**config.mk**
```make
export PLATFORM = sky130hd
export DESIGN_NAME = serial_host_ctrl
export DESIGN_NICKNAME = d
export VERILOG_FILES = /design/src/rtl/serial_host_pkg.sv /design/src/rtl/serial_tx_shift.sv /design/src/rtl/serial_host_ctrl.sv
export SDC_FILE = /design/constraint.sdc
export NUM_CORES = 1
export LEC_CHECK = 0
export CAP_MARGIN = 40
export CORE_UTILIZATION = 40
export DETAILED_ROUTE_END_ITERATION = 10
export PLACE_DENSITY = 0.64
export REMOVE_ABC_BUFFERS = 1
export SETUP_SLACK_MARGIN = 0.05
export SLEW_MARGIN = 20
export SYNTH_ARGS = -nofsm -noshare
export SYNTH_HDL_FRONTEND = slang
export SYNTH_HIERARCHICAL = 1
export SYNTH_SLANG_ARGS = --single-unit
```
**constraint.sdc**
```tcl
create_clock -name C -period 1.9 [get_ports C]
set_input_delay 0.475 -clock C [delete_from_list [all_inputs] [get_ports C]]
set_output_delay 0.475 -clock C [all_outputs]
set_load 0.05 [all_outputs]
```
**src/rtl/serial_host_pkg.sv**
```systemverilog
// Shared opcodes, FSM state encoding and the read-timeout fill pattern
// for the serial host controller.
package serial_host_pkg;

    localparam logic [1:0] OP_HALT  = 2'b00;
    localparam logic [1:0] OP_WRITE = 2'b01;
    localparam logic [1:0] OP_READ  = 2'b10;
    localparam logic [1:0] OP_RUN   = 2'b11;

    // Returned to the host in place of read data when memory never acks
    localparam logic [15:0] TIMEOUT_PATTERN = 16'hDEAD;

    typedef enum logic [2:0] {
        ST_IDLE,
        ST_OPC,
        ST_ADDR,
        ST_DATA,
        ST_STOP,
        ST_EXEC,
        ST_RESP
    } state_t;

endpackage

```
**src/rtl/serial_tx_shift.sv**
```systemverilog
// Parallel-load response shifter; idles with all ones so the line rests high
// and refills with ones as the loaded word is shifted out MSB first.
module serial_tx_shift #(
    parameter int WIDTH = 18
) (
    input  logic             clk,
    input  logic             rst_n,
    input  logic             load,
    input  logic [WIDTH-1:0] load_data,
    output logic             so
);

    logic [WIDTH-1:0] shift_q;
    logic [WIDTH-1:0] shift_d;

    always_comb begin
        shift_d = {shift_q[WIDTH-2:0], 1'b1};
        if (load) begin
            shift_d = load_data;
        end
    end

    always_ff @(posedge clk or negedge rst_n) begin
        if (!rst_n) begin
            shift_q <= '1;
        end else begin
            shift_q <= shift_d;
        end
    end

    assign so = shift_q[WIDTH-1];

endmodule

```
**src/rtl/serial_host_ctrl.sv**
```systemverilog
// Serial host controller: receives command frames on si, runs memory
// accesses over a req/ack port, returns read data on so and gates cpu_run.
module serial_host_ctrl
    import serial_host_pkg::*;
#(
    parameter int DATA_W  = 16,
    parameter int ADDR_W  = 8,
    parameter int TIMEOUT = 15
) (
    input  logic              C,
    input  logic              RN,
    input  logic              si,
    output logic              so,
    output logic              cpu_run,
    output logic              mem_req,
    output logic              mem_we,
    output logic [ADDR_W-1:0] mem_addr,
    output logic [DATA_W-1:0] mem_wdata,
    input  logic              mem_ack,
    input  logic [DATA_W-1:0] mem_rdata,
    output logic              busy,
    output logic              frame_err
);

    localparam int SH_W  = ADDR_W + DATA_W;
    localparam int CNT_W = $clog2(((ADDR_W > DATA_W + 2) ? ADDR_W : DATA_W + 2) + 1);
    localparam int TO_W  = $clog2(TIMEOUT + 1);

    localparam logic [CNT_W-1:0]  CNT_ONE  = CNT_W'(1);
    localparam logic [CNT_W-1:0]  CNT_OPC  = CNT_W'(1);
    localparam logic [CNT_W-1:0]  CNT_ADDR = CNT_W'(ADDR_W - 1);
    localparam logic [CNT_W-1:0]  CNT_DATA = CNT_W'(DATA_W - 1);
    localparam logic [CNT_W-1:0]  CNT_RESP = CNT_W'(DATA_W + 1);
    localparam logic [TO_W-1:0]   TO_ONE   = TO_W'(1);
    localparam logic [TO_W-1:0]   TO_LAST  = TO_W'(TIMEOUT - 1);
    localparam logic [DATA_W-1:0] TO_DATA  = DATA_W'(TIMEOUT_PATTERN);

    state_t            state_q, state_d;
    logic [CNT_W-1:0]  cnt_q, cnt_d;
    logic [TO_W-1:0]   tout_q, tout_d;
    logic [1:0]        op_q, op_d;
    logic [SH_W-1:0]   sh_q, sh_d;
    logic              cpu_run_q, cpu_run_d;
    logic              mem_req_q, mem_req_d;
    logic              mem_we_q, mem_we_d;
    logic [ADDR_W-1:0] mem_addr_q, mem_addr_d;
    logic [DATA_W-1:0] mem_wdata_q, mem_wdata_d;
    logic              frame_err_q, frame_err_d;
    logic              tx_load;
    logic [DATA_W+1:0] tx_data;
    logic [ADDR_W-1:0] rx_addr;

    // Short frames shift only the address, so it sits in the low bits then
    assign rx_addr = (op_q == OP_WRITE) ? sh_q[SH_W-1 -: ADDR_W] : sh_q[ADDR_W-1:0];

    always_comb begin
        state_d     = state_q;
        cnt_d       = cnt_q;
        tout_d      = tout_q;
        op_d        = op_q;
        sh_d        = sh_q;
        cpu_run_d   = cpu_run_q;
        mem_req_d   = mem_req_q;
        mem_we_d    = mem_we_q;
        mem_addr_d  = mem_addr_q;
        mem_wdata_d = mem_wdata_q;
        frame_err_d = 1'b0;
        tx_load     = 1'b0;
        tx_data     = {1'b0, mem_rdata, 1'b1};

        case (state_q)
            ST_IDLE: begin
                if (!si) begin
                    state_d = ST_OPC;
                    cnt_d   = CNT_OPC;
                end
            end
            ST_OPC: begin
                op_d = {op_q[0], si};
                if (cnt_q == '0) begin
                    state_d = ST_ADDR;
                    cnt_d   = CNT_ADDR;
                end else begin
                    cnt_d = cnt_q - CNT_ONE;
                end
            end
            ST_ADDR: begin
                sh_d = {sh_q[SH_W-2:0], si};
                if (cnt_q == '0) begin
                    if (op_q == OP_WRITE) begin
                        state_d = ST_DATA;
                        cnt_d   = CNT_DATA;
                    end else begin
                        state_d = ST_STOP;
                    end
                end else begin
                    cnt_d = cnt_q - CNT_ONE;
                end
            end
            ST_DATA: begin
                sh_d = {sh_q[SH_W-2:0], si};
                if (cnt_q == '0) begin
                    state_d = ST_STOP;
                end else begin
                    cnt_d = cnt_q - CNT_ONE;
                end
            end
            ST_STOP: begin
                state_d = ST_IDLE;
                if (!si) begin
                    frame_err_d = 1'b1;
                end else if (op_q == OP_HALT) begin
                    cpu_run_d = 1'b0;
                end else if (op_q == OP_RUN) begin
                    cpu_run_d = 1'b1;
                end else if (cpu_run_q) begin
                    frame_err_d = 1'b1;
                end else begin
                    state_d    = ST_EXEC;
                    mem_req_d  = 1'b1;
                    mem_we_d   = (op_q == OP_WRITE);
                    mem_addr_d = rx_addr;
                    tout_d     = '0;
                    if (op_q == OP_WRITE) begin
                        mem_wdata_d = sh_q[DATA_W-1:0];
                    end
                end
            end
            ST_EXEC: begin
                // Error pulse is registered so it lands after mem_req has fallen
                if (mem_ack || tout_q == TO_LAST) begin
                    mem_req_d   = 1'b0;
                    frame_err_d = !mem_ack;
                    if (mem_we_q) begin
                        state_d = ST_IDLE;
                    end else begin
                        state_d = ST_RESP;
                        cnt_d   = CNT_RESP;
                        tx_load = 1'b1;
                        if (!mem_ack) begin
                            tx_data = {1'b0, TO_DATA, 1'b1};
                        end
                    end
                end else begin
                    tout_d = tout_q + TO_ONE;
                end
            end
            ST_RESP: begin
                if (cnt_q == '0) begin
                    state_d = ST_IDLE;
                end else begin
                    cnt_d = cnt_q - CNT_ONE;
                end
            end
            default: begin
                state_d = ST_IDLE;
            end
        endcase
    end

    always_ff @(posedge C or negedge RN) begin
        if (!RN) begin
            state_q     <= ST_IDLE;
            cnt_q       <= '0;
            tout_q      <= '0;
            op_q        <= '0;
            sh_q        <= '0;
            cpu_run_q   <= 1'b0;
            mem_req_q   <= 1'b0;
            mem_we_q    <= 1'b0;
            mem_addr_q  <= '0;
            mem_wdata_q <= '0;
            frame_err_q <= 1'b0;
        end else begin
            state_q     <= state_d;
            cnt_q       <= cnt_d;
            tout_q      <= tout_d;
            op_q        <= op_d;
            sh_q        <= sh_d;
            cpu_run_q   <= cpu_run_d;
            mem_req_q   <= mem_req_d;
            mem_we_q    <= mem_we_d;
            mem_addr_q  <= mem_addr_d;
            mem_wdata_q <= mem_wdata_d;
            frame_err_q <= frame_err_d;
        end
    end

    serial_tx_shift #(
        .WIDTH(DATA_W + 2)
    ) u_tx (
        .clk      (C),
        .rst_n    (RN),
        .load     (tx_load),
        .load_data(tx_data),
        .so       (so)
    );

    assign busy      = (state_q != ST_IDLE);
    assign cpu_run   = cpu_run_q;
    assign mem_req   = mem_req_q;
    assign mem_we    = mem_we_q;
    assign mem_addr  = mem_addr_q;
    assign mem_wdata = mem_wdata_q;
    assign frame_err = frame_err_q;

endmodule

```
==> flow_metrics.tcl, run 1 <==
set metrics [dict create \
    hold_viol_final 0 \
    yosysMostFrequentCell "dfrtp_1" \
    hpwl_um 5076 \
    cp_data_required_time_ns 2.20 \
    ys_types 52 \
    synth_common_cells "dfrtp_1, mux2_2, dfstp_2, mux2_4, nor2_1" \
    yosysSeqAreaShare_pct 53.75 \
    synth_top_family_by_area "multiplexers" \
    synth_warnings 6 \
    setup_violations 0 \
    fmax_ghz 0.5469 \
    synth_compound_area_share_pct 7.217 \
    dp_slack_ns -0.2175 \
    htree_levels 3 \
    layout.nets 419 \
    synth_simple_gate_area_share_pct 11.74 \
    die_w_um 101.4 \
    drtIter0Drc 99 \
    cts_tree "done" \
    syn-cell-area_um2 3953 \
    vias 2614 \
    clk_path_buf_depth 2 \
    hold_class "in -> async" \
    grt_max_degree 57 \
    synth_xor_area_share_pct 0.4432 \
    n_antenna_cell 0 \
    synthFlopType "dfrtp_1" \
    fin_crit_sh_pct 96.23 \
    rsz0062_at_grt "yes" \
    cts_buffers 9 \
    worstPathMaxFanout 3 \
    dr.pass1.iters 5 \
    dieArea_um2 10280 \
    synth_area_leaders "dfrtp_1, dfstp_2, mux2_2" \
    worst_ep_arrival_time_ns 2.13 \
    peakVddDrop_mv 0.8539 \
    whs_ns 0.4797 \
    powerDensity_nw_per_um2 1493 \
    layout-drive-gt1-share_pct 50.00 \
    setup_slack_ns 0.07163 \
    cts_sinks 84 \
    final_cells 527 \
    status "finished clean" \
    num-fill-cells 822 \
    area_growth_pct 28.55 \
    async_flop_share_pct 100.0 \
    cts_root_buffer "clkbuf_8" \
    routed_wl_um 7700 \
    finalMaxSlewViolations 0 \
    synth_area_leader_cell "dfrtp_1" \
    place_area_um2 4728 \
    pin_count 50 \
    drc 0 \
    path_class "reg -> reg" \
    core_region_area_um2 9415 \
    antenna_found_initial 0 \
    skew_ns 0.009555 \
    path_clk_slew_ns 0.09 \
    viasPerCell 4.960 \
    max-cap-violations 0 \
    synthAdderAreaFrac_pct 2.184 \
    synth.top_cell.area_share_pct 41.79 \
    dp.cells 505 \
    syn_inst 310 \
    drt-wirelength-per-cell_um 14.61 \
    start_util_pct 41.98 \
    endpoint_kind "flip-flop" \
    yosys-mux-area-fraction_pct 21.05 \
    gp_congestion 0.8198 \
    clkLatencyLatePin_ns 0.36 \
    start_kind "flip-flop" \
    io_buffer_count 49 \
    leakage_nw 2.356 \
    grt_overflow_total 0 \
    layout_min_cycle_time_ns 1.828 \
    die_y_um 101.4 \
    synth_edf_count 0 \
    ant_nets 0 \
    fin_area_um2 5081 \
    avgSynthCellArea_um2 12.75 \
    grt_pass1_wl_um 13010 \
    ys_ff_latch 84 \
    row_count 35 \
    grt_pass1_vias 2732 \
    grt_use_total_pct 16.31 \
    setup_tns_ns 0 \
]
what timing repair did:
action	in CTS	in global routing
hold endpoints to repair	2	0
cloned	1	0
setup buffers	2	2
hold buffers	1	0
endpoints found under the setup margin	22	44
gates resized for setup	7	20
pin swaps	4	7
cell type report:
| type | instances | area (µm²) | area share, % |
|---|---|---|---|
| repair buffers | 86 | 747.0 | 14.70 |
| flip-flops and latches | 84 | 2126 | 41.84 |
| clock inverters | 7 | 63.81 | 1.256 |
| multi-input cells | 201 | 1815 | 35.73 |
| clock buffers | 9 | 123.9 | 2.438 |
| inverters | 11 | 43.79 | 0.8619 |
| well taps | 129 | 161.4 | 3.177 |
cell usage in the layout, fill, tap and decap left out, drive strengths merged, types with 2 or more instances in the layout:
cell type	instances
a21o	2
dfstp	18
a211oi	4
buf	67
conb	2
or2	12
o21ai	10
inv	16
o2111ai	2
nor4b	2
nand2b	7
nor2b	11
clkdlybuf4s50	18
nand2	10
a21oi	10
nor4	3
clkbuf	9
mux2i	10
ha	6
nor3	2
clkinvlp	2
dfrtp	66
nor2	18
xor2	2
o211ai	3
mux2	59
a31oi	2
nand3	7
metal layers:
layer	up-vias	GRT usage, %	wire (µm)
li1	1264	-	-
met1	1291	22.33	3796
met2	49	26.01	3510
met3	10	3.382	293
met4	0	5.351	99
met5	-	0	0
worst paths after layout:
path / depth (start not counted) / slack, ns / start / end
setup / recovery: 6 / 0.07 / op_q[0] / state_q[2]
hold / removal: 2 / 0.48 / RN / tout_q[1]
setup reg to reg: 6 / 0.07 / op_q[0] / state_q[2]
hold reg to reg: 1 / 0.49 / mem_req / mem_req
max in group asynchronous: 3 / 0.89 / RN / u_tx/shift_q[13]
min in group C: 1 / 0.49 / mem_req / mem_req
worst max-delay path, stage by stage (launching register included):
cell and delay (ns):
dfrtp_1 0.41, buf_4 0.15, ha_1 0.18, or2_4 0.24
or4_4 0.56, nand3_2 0.10, mux2_2 0.14
state kept, by name (all words and copies together) (netlist names):
register      count
frame_err         1
mem_we            1
mem_addr          8
cpu_run           1
tout_q            4
cnt_q             5
mem_req           1
op_q              2
sh_q             24
u_tx/shift_q     18
state_q           3
mem_wdata        16
through the flow:
step / power (mW) / utilization, %
final: 7.588 / 53.97
after global placement: 6.096 / 50.22
after CTS: 7.460 / 52.73
after detailed placement: 6.149 / 50.22
after floorplan: 5.025 / -
after global routing: 8.088 / 53.97
cells by family after synthesis:
logic type,after synthesis
buffers and inverters,26
AO/OA/AOI/OAI,42
flip-flops,84
AND/OR/NAND/NOR,78
adder cells (fa/ha/maj),7
other,2
multiplexers,69
XOR/XNOR,2
where the power goes:
part	internal [mW]	switching, mW	total [mW]
clock network	0.507	0.715	1.22
logic	1.65	1.88	3.53
registers	2.43	0.409	2.84
total	4.59	3.00	7.59
(Power assumes the default switching activity.)
==> run 2, diff against run 1 <==
--- a/config.mk
+++ b/config.mk
@@ -7,7 +7,9 @@
 export LEC_CHECK = 0
 export CAP_MARGIN = 40
 export CORE_UTILIZATION = 40
+export CTS_BUF_LIST = sky130_fd_sc_hd__clkbuf_4
 export DETAILED_ROUTE_END_ITERATION = 10
+export GPL_ROUTABILITY_DRIVEN = 0
 export PLACE_DENSITY = 0.64
 export REMOVE_ABC_BUFFERS = 1
 export SETUP_SLACK_MARGIN = 0.05
==> constraint.sdc (replaced) <==
create_clock -name C -period 1.9 [get_ports C]
set_input_delay 0.38 -clock C [delete_from_list [all_inputs] [get_ports C]]
set_output_delay 0.38 -clock C [all_outputs]
set_load 0.05 [all_outputs]
==> run 2 against run 1 <==
Against the previous run: flip-flop and latch count did not move; sequential share of layout area rose by 0.46 points; setup slack got worse by 0.036 ns; non-clock buffer count rose by 1; largest power group unchanged; largest cell class unchanged; cell count did not move; cell area fell by 1.0%; utilization fell by 0.56 points; fmax fell by 1.9%.
==> flow_metrics.tcl, run 2 (synthesized netlist as in run 1, its figures left out) <==
set metrics [dict create \
    clk_path_buf_depth 2 \
    mostFrequentLayoutCell "dfrtp_1" \
    start_util_pct 41.98 \
    largest_register_ff_count 24 \
    status "finished clean" \
    setup_violations 0 \
    switching_power_mw 2.919 \
    row_count 35 \
    worst_ep_arrival_time_ns 2.25 \
    hpwl_um 5192 \
    fmax_ghz 0.5363 \
    p_int_mw 4.518 \
    p_sw_share_pct 39.25 \
    path_class "reg -> reg" \
    n_antenna_cell 0 \
    grt_max_degree 43 \
    p_comb_share_pct 47.2 \
    viasPerCell 4.922 \
    leakage_nw 2.376 \
    largest-register "sh_q" \
    skew_ns 0.01678 \
    core_region_area_um2 9415 \
    layout-drive-gt1-share_pct 46.48 \
    met3_usage_pct 3.589 \
    grt_use_total_pct 16.48 \
    powerDensity_nw_per_um2 1479 \
    io_buffer_count 49 \
    cts_buffers 9 \
    pin_count 50 \
    drc 0 \
    seq_area_um2 2127 \
    endpoint_kind "flip-flop" \
    busiest_layer "met2" \
    max-cap-violations 0 \
    htree_levels 3 \
    hold_viol_final 0 \
    grt_pass1_vias 2678 \
    path_clk_slew_ns 0.15 \
    power_frac_seq_pct 38.1 \
    globalRouteMet1Util_pct 23.24 \
    p_clk_share_pct 14.7 \
    layout.nets 419 \
    ant_nets 0 \
    routed_wl_um 7683 \
    worstPathMaxFanout 4 \
    die_w_um 101.4 \
    drtIter0Drc 114 \
    cts_sinks 84 \
    final_cell_mix "dfrtp_1, buf_4, mux2_2" \
    area_growth_pct 27.22 \
    finalMaxSlewViolations 0 \
    rsz0062_at_grt "yes" \
    layout_min_cycle_time_ns 1.865 \
    vias 2594 \
    dieArea_um2 10280 \
    whs_ns 0.3932 \
    hold_class "in -> async" \
    multi_input_area_um2 1765 \
    dr.pass1.iters 4 \
    cts_tree "done" \
    fin_crit_sh_pct 98.14 \
    setup_tns_ns 0 \
    grt_overflow_total 0 \
    clkLatencyLatePin_ns 0.44 \
    antenna_found_initial 0 \
    peakVddDrop_mv 0.7098 \
    num-fill-cells 798 \
    grt_pass1_wl_um 12970 \
    die_y_um 101.4 \
    start_kind "flip-flop" \
    drt-wirelength-per-cell_um 14.58 \
    cp_data_required_time_ns 2.29 \
    cts_root_buffer "clkbuf_4" \
    met2_usage_pct 24.49 \
    finalPower_mw 7.436 \
]
-- run 2: cell count changes in the layout (fill, tap and decap cells not counted), sizes merged --
cell / change
bufinv: +1
dlygate4sd2: +13
nand2: -1
clkinv: +1
inv: -1
buf: -12
clkinvlp: -1
-- run 2: metal layers --
| layer | vias up | share of wire [%] | wire length [µm] |
|---|---|---|---|
| met5 | - | 0 | 0 |
| met4 | 0 | 1.5 | 117 |
| met3 | 12 | 4.3 | 331 |
| met2 | 56 | 44 | 3384 |
| met1 | 1271 | 50 | 3848 |
| li1 | 1255 | - | - |
-- run 2: worst max-delay path: stages, from the launching register on --
cell	delay (ns)
dfrtp_1	0.45
buf_4	0.15
ha_1	0.19
or2_4	0.24
or4_4	0.55
nand3_1	0.10
mux2_2	0.14
-- run 2: power by group through the flow --
| stage | registers (mW) | logic, mW | clock network (mW) |
|---|---|---|---|
| global placement | 2.87 | 3.27 | 0 |
| finish | 2.83 | 3.51 | 1.09 |
| detailed placement | 2.88 | 3.31 | 0 |
| global route | 2.91 | 3.82 | 1.21 |
| floorplan | 3.39 | 1.63 | 0 |
| CTS | 2.84 | 3.40 | 1.14 |
-- run 2: path summary, 6_finish.rpt --
path	start	endpoint	slack [ns]	depth (start not counted)
max	op_q[0]	state_q[2]	0.04	6
min	RN	tout_q[2]	0.39	2
max reg2reg	op_q[0]	state_q[2]	0.04	6
min reg2reg	mem_req	mem_req	0.52	1
max in group asynchronous	RN	u_tx/shift_q[2]	0.87	3
min in group C	mem_req	mem_req	0.52	1
-- run 2: cell type report --
| class | count | share of cell area, % |
|---|---|---|
| Clock buffer | 9 | 1.344 |
| Timing Repair Buffer | 87 | 15.58 |
| Clock inverter | 7 | 1.592 |
| Inverter | 11 | 0.8709 |
| Multi-Input combinational cell | 200 | 35.11 |
| Sequential cell | 84 | 42.30 |
| Tap cell | 129 | 3.210 |
-- run 2: metrics by stage --
step | util [%] | worst slack (ns) | cell area [µm²] | cells
2_1_floorplan | - | -0.6334 | 3859 | 295
3_3_place_gp | 50.56 | -0.08305 | 4761 | 505
3_5_place_dp | 50.56 | -0.1193 | 4761 | 505
4_1_cts | 52.70 | 0.03113 | 4962 | 525
5_1_grt | 53.41 | -0.03366 | 5029 | 527
6_report | 53.41 | 0.03530 | 5029 | 527
-- run 2: what timing repair did --
action	4_1_cts	5_1_grt
buffers inserted	3	2
endpoints found under the setup margin	37	38
cloned	0	0
hold buffers	1	0
pin swaps	3	8
resized for setup	22	13
endpoints found under the hold margin	12	0
